### config.mk
export PLATFORM = sky130hd
export DESIGN_NAME = pipe_stage_skid
export DESIGN_NICKNAME = d
export VERILOG_FILES = /design/src/rtl/pipe_pkg.sv /design/src/rtl/pipe_stage_skid.sv
export SDC_FILE = /design/constraint.sdc
export NUM_CORES = 1
export LEC_CHECK = 0
export ABC_AREA = 1
export BUFFER_PORTS_ARGS = -buffer_cell sky130_fd_sc_hd__buf_2
export CAP_MARGIN = 25
export CORE_AREA = 4 4 183 185
export CTS_CLUSTER_DIAMETER = 200
export CTS_CLUSTER_SIZE = 40
export DETAILED_ROUTE_END_ITERATION = 8
export DIE_AREA = 0 0 187 189
export PLACE_DENSITY = 0.86
export SLEW_MARGIN = 20
export SYNTH_ARGS = -nofsm -noshare
export SYNTH_HDL_FRONTEND = slang
export SYNTH_SLANG_ARGS = --single-unit
### constraint.sdc
create_clock -name clk -period 4.85 [get_ports clk]
set_input_delay 0.97 -clock clk [delete_from_list [all_inputs] [get_ports clk]]
set_output_delay 0.97 -clock clk [all_outputs]
set_load 0.02 [all_outputs]
### src/rtl/pipe_pkg.sv
// Shared definitions for the skid-buffered pipeline stage.
package pipe_pkg;

  localparam int CTRL_W_DEFAULT = 18;
  localparam int DATA_W_DEFAULT = 185;

  // Encoding doubles as the occupancy count.
  typedef enum logic [1:0] {
    EMPTY = 2'd0,
    ONE   = 2'd1,
    FULL  = 2'd2
  } stage_state_t;

endpackage

### src/rtl/pipe_stage_skid.sv
// Pipeline register stage with a one-entry skid buffer: a main entry drives
// the outputs, a skid entry absorbs the one word that arrives while the
// downstream stalls, so in_ready can be a pure register.
module pipe_stage_skid
  import pipe_pkg::*;
#(
  parameter int CTRL_W            = CTRL_W_DEFAULT,
  parameter int DATA_W            = DATA_W_DEFAULT,
  parameter bit FLUSH_CLEARS_DATA = 1'b0
) (
  input  logic              clk,
  input  logic              rst_n,
  input  logic              in_valid,
  output logic              in_ready,
  input  logic [CTRL_W-1:0] in_ctrl,
  input  logic [DATA_W-1:0] in_data,
  output logic              out_valid,
  input  logic              out_ready,
  output logic [CTRL_W-1:0] out_ctrl,
  output logic [DATA_W-1:0] out_data,
  input  logic              flush,
  output logic [1:0]        occupancy
);

  stage_state_t      state_reg;
  stage_state_t      state_next;
  logic              in_ready_reg;
  logic [CTRL_W-1:0] main_ctrl_reg;
  logic [DATA_W-1:0] main_data_reg;
  logic [CTRL_W-1:0] skid_ctrl_reg;
  logic [DATA_W-1:0] skid_data_reg;
  logic              in_xfer;
  logic              out_xfer;

  assign in_xfer  = in_valid & in_ready_reg;
  assign out_xfer = out_valid & out_ready;
  assign in_ready = in_ready_reg;
  assign out_data = main_data_reg;

  // State register.
  always_ff @(posedge clk or negedge rst_n) begin
    if (!rst_n) begin
      state_reg <= EMPTY;
    end else begin
      state_reg <= state_next;
    end
  end

  // Next-state: flush wins over every handshake in the same cycle.
  always_comb begin
    state_next = state_reg;
    if (flush) begin
      state_next = EMPTY;
    end else begin
      case (state_reg)
        EMPTY: if (in_xfer) state_next = ONE;
        ONE: begin
          if (in_xfer && !out_xfer) state_next = FULL;
          else if (!in_xfer && out_xfer) state_next = EMPTY;
        end
        FULL: if (out_xfer) state_next = ONE;
        default: state_next = EMPTY;
      endcase
    end
  end

  // Outputs decoded from the registered state; ctrl masked as a second
  // guard so a bubble can never carry write enables downstream.
  always_comb begin
    out_valid = (state_reg != EMPTY);
    occupancy = state_reg;
    out_ctrl  = out_valid ? main_ctrl_reg : '0;
  end

  // in_ready is registered from the next state, so it never depends
  // combinationally on out_ready; it stays low through reset.
  always_ff @(posedge clk or negedge rst_n) begin
    if (!rst_n) begin
      in_ready_reg <= 1'b0;
    end else begin
      in_ready_reg <= (state_next != FULL);
    end
  end

  // Main entry: loads from input (empty or draining) or from skid (full);
  // ctrl is zeroed whenever the entry becomes invalid.
  always_ff @(posedge clk or negedge rst_n) begin
    if (!rst_n) begin
      main_ctrl_reg <= '0;
      main_data_reg <= '0;
    end else if (flush) begin
      main_ctrl_reg <= '0;
      if (FLUSH_CLEARS_DATA) main_data_reg <= '0;
    end else begin
      case (state_reg)
        EMPTY: begin
          if (in_xfer) begin
            main_ctrl_reg <= in_ctrl;
            main_data_reg <= in_data;
          end
        end
        ONE: begin
          if (in_xfer && out_xfer) begin
            main_ctrl_reg <= in_ctrl;
            main_data_reg <= in_data;
          end else if (out_xfer) begin
            main_ctrl_reg <= '0;
          end
        end
        FULL: begin
          if (out_xfer) begin
            main_ctrl_reg <= skid_ctrl_reg;
            main_data_reg <= skid_data_reg;
          end
        end
        default: main_ctrl_reg <= '0;
      endcase
    end
  end

  // Skid entry: captures the input only when main is held by a stall.
  always_ff @(posedge clk or negedge rst_n) begin
    if (!rst_n) begin
      skid_ctrl_reg <= '0;
      skid_data_reg <= '0;
    end else if (flush) begin
      skid_ctrl_reg <= '0;
      if (FLUSH_CLEARS_DATA) skid_data_reg <= '0;
    end else begin
      case (state_reg)
        ONE: begin
          if (in_xfer && !out_xfer) begin
            skid_ctrl_reg <= in_ctrl;
            skid_data_reg <= in_data;
          end
        end
        FULL: begin
          if (out_xfer) skid_ctrl_reg <= '0;
        end
        default: skid_ctrl_reg <= '0;
      endcase
    end
  end

endmodule

==> flow_summary.toml, run 1 <==
[cells_and_area]
fill_cells = 2683
finalNonFillerCells = 3078
finalNetCount = 2874
register_area_um2 = 10200
layout_common_cells = "836 x nand2_1, 413 x buf_2, 409 x dfrtp_1"
final_common_cell = "nand2_1"
area_growth_pct = 13.5
drive_gt1_frac = 0.174
fin_area_um2 = 21200
multi_input_area_um2 = 6730

[clock_network]
cts_tree = "done"
path_clk_slew_ps = 150
cts_buffer_depth = 3
cts_inserted_buffers = 14
cts_hold_buffers = 0
h-tree-depth = 1
post_cts_buffers = 0
cts_resized = 0
clock_latency_ps = 530
cts_root_buf = "clkbuf_16"
clock-sinks = 409

[worst_setup_path]
startpoint = "occupancy[1]"
crit_fanout = 94
cp-end-kind = "register"
worstSetupStartpointType = "register"
r2r_start = "occupancy[1]"
rr_worst_depth = 8
arrival_ps = 4020
cpMaxStageDelayCell = "nor2_4"
critPathRequiredTime_ps = 5250
worst_path_largest_cell_delay_ps = 740
crit_path_cell_trace = "buf_4, nor2_4, nor2_4, nor2_1, nand2_4, buf_4, nand2_1, o21ai_1"
crit_type = "reg2reg"

[placed_design]
dp_hpwl_um = 32300
gp_congestion = 0.847
dpl_worst_slack_ps = 1250
dp.cells = 3056
place_area_um2 = 20700
port_buffers = 414

[grt]
grt_max_degree = 186
antenna_found_initial = 13
gr-usage-all-layers = 0.272
grt_pass1_vias = 16200
grt-ovfl-total = 0
grt_pass1_wl_um = 80700

[power]
p_leak_nw = 11.8
power.internal_mw = 5.80
power.total_mw = 9.13
power_density_nw_per_um2 = 431
swShare = 0.365
p_comb_frac = 0.288
clkPwrFrac = 0.177
switching_power_mw = 3.34
seqPwrFrac = 0.535
ir_worst_vdd_uv = 301

[logic_synthesis]
synth_seq_cells = 409
postSynthAreaPerCell_um2 = 7.83
ys_types = 18
synthCells = 2380
yosysSeqAreaShare = 0.549
syn-num-nets = 2588
synth_warnings = 0
synth_area_um2 = 18600

[route]
remaining_drc_errors = 0
drt_first_pass_iters = 6
drtIter0Drc = 1443
ant_nets = 0
drt_wl_total_um = 49300
via_count = 16700
wire_per_inst_um = 16.0
via_per_inst = 5.44

[timing]
setup_viol = 0
hold_viol_final = 0
max_freq_mhz = 276
skew_ps = 49.6
final-max-slew-violation-count = 0
timing.slew.headroom = 0.358
rsz0062_at_grt = "no"
period_share = 0.747
setup_slack_ps = 1230
period_minus_slack_ps = 3620
worst_pin_slew_ps = 961
final.setup.tns_ps = 0

[worst_hold_path]
holdCritStartpoint = "out_data[52]"
holdCritPathClass = "reg2reg"
whs_path_depth = 2

[floorplan]
coreArea_um2 = 32000
num_rows = 66
die_w_um = 187
fp.dieArea_um2 = 35300
io_pins = 415
initial_core_util = 0.582
die_h_um = 189

[job]
max_cap_viol_count = 0

[run_status]
status = "completed"
kinds of logic (layout without fill, tap and decap cells):
| kind of cell | count (synthesis) | after routing | share of synthesized area |
|---|---|---|---|
| buf+inv | 411 | 697 | 0.0921 |
| simple gates | 1167 | 1167 | 0.253 |
| compound gates | 393 | 393 | 0.106 |
| other cells | 0 | 4 | 0 |
| flops | 409 | 409 | 0.549 |
worst max-delay path, delay by kind of cell (launching register included):
family	cells	cell delay [ps]
buffers and inverters	2	880
AOI/OAI and AO/OA	1	90
and+or+nand+nor	5	1890
DFF	1	550
path summary, 6_finish.rpt:
check	end	slack, ps
max	skid_data_reg[91]	1230
min	out_data[52]	480
max reg2reg	skid_data_reg[91]	1230
min reg2reg	out_data[52]	480
max in group asynchronous	skid_data_reg[161]	3110
min in group asynchronous	out_data[9]	490
Yosys cell counts (all sizes together):
master	count	area, µm²
clkbuf	60	225
a21oi	41	205
nor3	1	10.0
inv	248	931
o211ai	1	12.5
dfrtp	409	10200
nand2	839	3150
nor2	86	350
o21ai	351	1760
buf	103	561
nand3	241	1210
power groups by stage:
stage                     combinational, mW  sequential [mW]  clock (mW)
after detailed placement               2.65             4.93           0
after CTS                              2.65             4.87        1.64
final                                  2.63             4.88        1.62
after floorplan                        1.21             5.32           0
after global placement                 2.54             4.89           0
after global routing                   2.94             4.98        1.76
stage by stage:
stage,hold WS (ps),util
after floorplan,449,-
after global placement,448,0.646
after CTS,486,0.659
after detailed placement,453,0.646
after global routing,496,0.661
final,481,0.661
routing by layer:
| layer | vias to the layer above | GRT usage | routed length [µm] |
|---|---|---|---|
| li1 | 7983 | - | - |
| met1 | 7918 | 0.359 | 19800 |
| met5 | - | 0 | 108 |
| met4 | 18 | 0.0924 | 1880 |
| met3 | 129 | 0.0618 | 4130 |
| met2 | 701 | 0.450 | 23400 |
cell type report:
class,instances,area share
Clock buffer,15,0.0177
Timing Repair Buffer,433,0.111
Clock inverter,1,0.00142
Antenna cell,4,0.000473
Sequential cell,409,0.484
Inverter,248,0.0440
Tap cell,408,0.0241
Multi-Input combinational cell,1560,0.318
Note: power is estimated with default switching activity, not from simulation.
==> run 2: changes to the inputs <==
--- a/config.mk
+++ b/config.mk
@@ -8,12 +8,12 @@
 export ABC_AREA = 1
 export BUFFER_PORTS_ARGS = -buffer_cell sky130_fd_sc_hd__buf_2
 export CAP_MARGIN = 25
-export CORE_AREA = 4 4 183 185
+export CORE_AREA = 4 4 190 192
 export CTS_CLUSTER_DIAMETER = 200
 export CTS_CLUSTER_SIZE = 40
 export DETAILED_ROUTE_END_ITERATION = 8
-export DIE_AREA = 0 0 187 189
-export PLACE_DENSITY = 0.86
+export DIE_AREA = 0 0 194 196
+export PLACE_DENSITY = 0.81
 export SLEW_MARGIN = 20
 export SYNTH_ARGS = -nofsm -noshare
 export SYNTH_HDL_FRONTEND = slang
==> constraint.sdc (replaced) <==
create_clock -name clk -period 3.45 [get_ports clk]
set_input_delay 0.69 -clock clk [delete_from_list [all_inputs] [get_ports clk]]
set_output_delay 0.69 -clock clk [all_outputs]
set_load 0.02 [all_outputs]
==> flow_summary.toml, run 2 (synthesis gave the netlist of run 1 again) <==
[run_status]
status = "completed"

[worst_setup_path]
worst_path_largest_cell_delay_ps = 570
r2r_start = "occupancy[0]"
crit_path_cell_trace = "nor2_4, buf_4, nor2_1, buf_2"
critPathCapture = "out_ctrl[2]"
crit_fanout = 33
cp.depth = 4
cpMaxStageDelayCell = "dfrtp_1"
crit_buf_inv = 2
critPathRequiredTime_ps = 2760
rr_worst_depth = 6
cp_top_family = "flip-flops"
worstSetupStartpointType = "register"
cp-end-kind = "output pin"
worstReg2RegEnd = "skid_ctrl_reg[10]"
crit_type = "reg2out"
startpoint = "occupancy[0]"
reg2reg_slack_ps = 870
arrival_ps = 2080

[timing]
setup_slack_ps = 676
max_freq_mhz = 361
worst_pin_slew_ps = 967
timing.slew.headroom = 0.355
period_minus_slack_ps = 2770
rsz0062_at_grt = "no"
skew_ps = 51.2
final.setup.tns_ps = 0
period_share = 0.804
hold_viol_final = 0
setup_viol = 0
final-max-slew-violation-count = 0

[cells_and_area]
drive_gt1_frac = 0.181
fill_cells = 2982
layout_common_cells = "836 x nand2_1, 413 x buf_2, 409 x dfrtp_1"
final_core_util = 0.625
final_common_cell = "nand2_1"
finalNetCount = 2895
multi_input_area_um2 = 6730
area_growth_pct = 15.2
register_area_um2 = 10200

[power]
ir_worst_vdd_uv = 518
power_density_nw_per_um2 = 597
p_leak_nw = 11.9

[clock_network]
clock-sinks = 409
cts_root_buf = "clkbuf_16"
cts_inserted_buffers = 14
cts_tree = "done"
cts_hold_buffers = 0
clock_latency_ps = 540
cts_buffer_depth = 3
path_clk_slew_ps = 140
cts_resized = 0
h-tree-depth = 1
post_cts_buffers = 0

[route]
drtIter0Drc = 1149
drt_first_pass_iters = 5
wire_per_inst_um = 15.7
via_per_inst = 5.25
remaining_drc_errors = 0
drt_wl_total_um = 49300
via_count = 16500
ant_nets = 0

[placed_design]
gp_congestion = 0.833
dpl_worst_slack_ps = 898
port_buffers = 414
dp_hpwl_um = 33900

[grt]
gr-usage-all-layers = 0.250
grt_pass1_wl_um = 80900
grt-ovfl-total = 0
grt_max_degree = 186
grt_pass1_vias = 16000
antenna_found_initial = 13

[floorplan]
io_pins = 415
num_rows = 68
die_h_um = 196
die_w_um = 194
coreArea_um2 = 34400
initial_core_util = 0.542
fp.dieArea_um2 = 38000

[worst_hold_path]
holdCritPathClass = "in2async"

[job]
max_cap_viol_count = 0
## run 2: changes by cell type in the layout (fill, tap and decap cells not counted), sizes merged
cell / previous run / this run
buf: 433 / 454
diode: 4 / 5
## run 2: worst min path at each step
| stage | startpoint | endpoint | cells after the start |
|---|---|---|---|
| 2_1_floorplan | rst_n | in_ready | 0 |
| 3_3_place_gp | out_data[74] | out_data[74] | 2 |
| 3_5_place_dp | out_data[2] | out_data[2] | 2 |
| 4_1_cts | rst_n | out_data[23] | 1 |
| 5_1_grt | rst_n | skid_data_reg[37] | 1 |
| 6_report | rst_n | skid_data_reg[37] | 1 |
## run 2: layer usage
| metal | vias up | GRT usage | part of all wire |
|---|---|---|---|
| met1 | 7741 | 0.331 | 0.40 |
| met4 | 16 | 0.0776 | 0.031 |
| met5 | - | 0 | 0.0022 |
| met3 | 87 | 0.0644 | 0.090 |
| li1 | 8048 | - | - |
| met2 | 629 | 0.411 | 0.47 |
## run 2: per-stage QoR
stage	power [mW]	area [µm²]	cells	hold WS (ps)
finish	12.8	21500	3147	200
global route	13.6	21500	3147	271
CTS	12.9	21500	3142	252
detailed placement	10.7	21100	3126	453
global placement	10.5	21100	3126	449
floorplan	9.18	18600	2380	394
## run 2: final cells by class
cell class              instances  share of cell area
diodes                          5            0.000583
clock buffers                  15              0.0175
clock inverters                 1             0.00140
inverters                     248              0.0433
multi-input cells            1560               0.313
flip-flops and latches        409               0.477
well taps                     455              0.0265
repair buffers                454               0.121
## run 2: where the power goes
part / switching [mW] / internal (mW)
clock network: 1.42 / 0.810
logic: 2.48 / 1.26
registers: 0.748 / 6.11
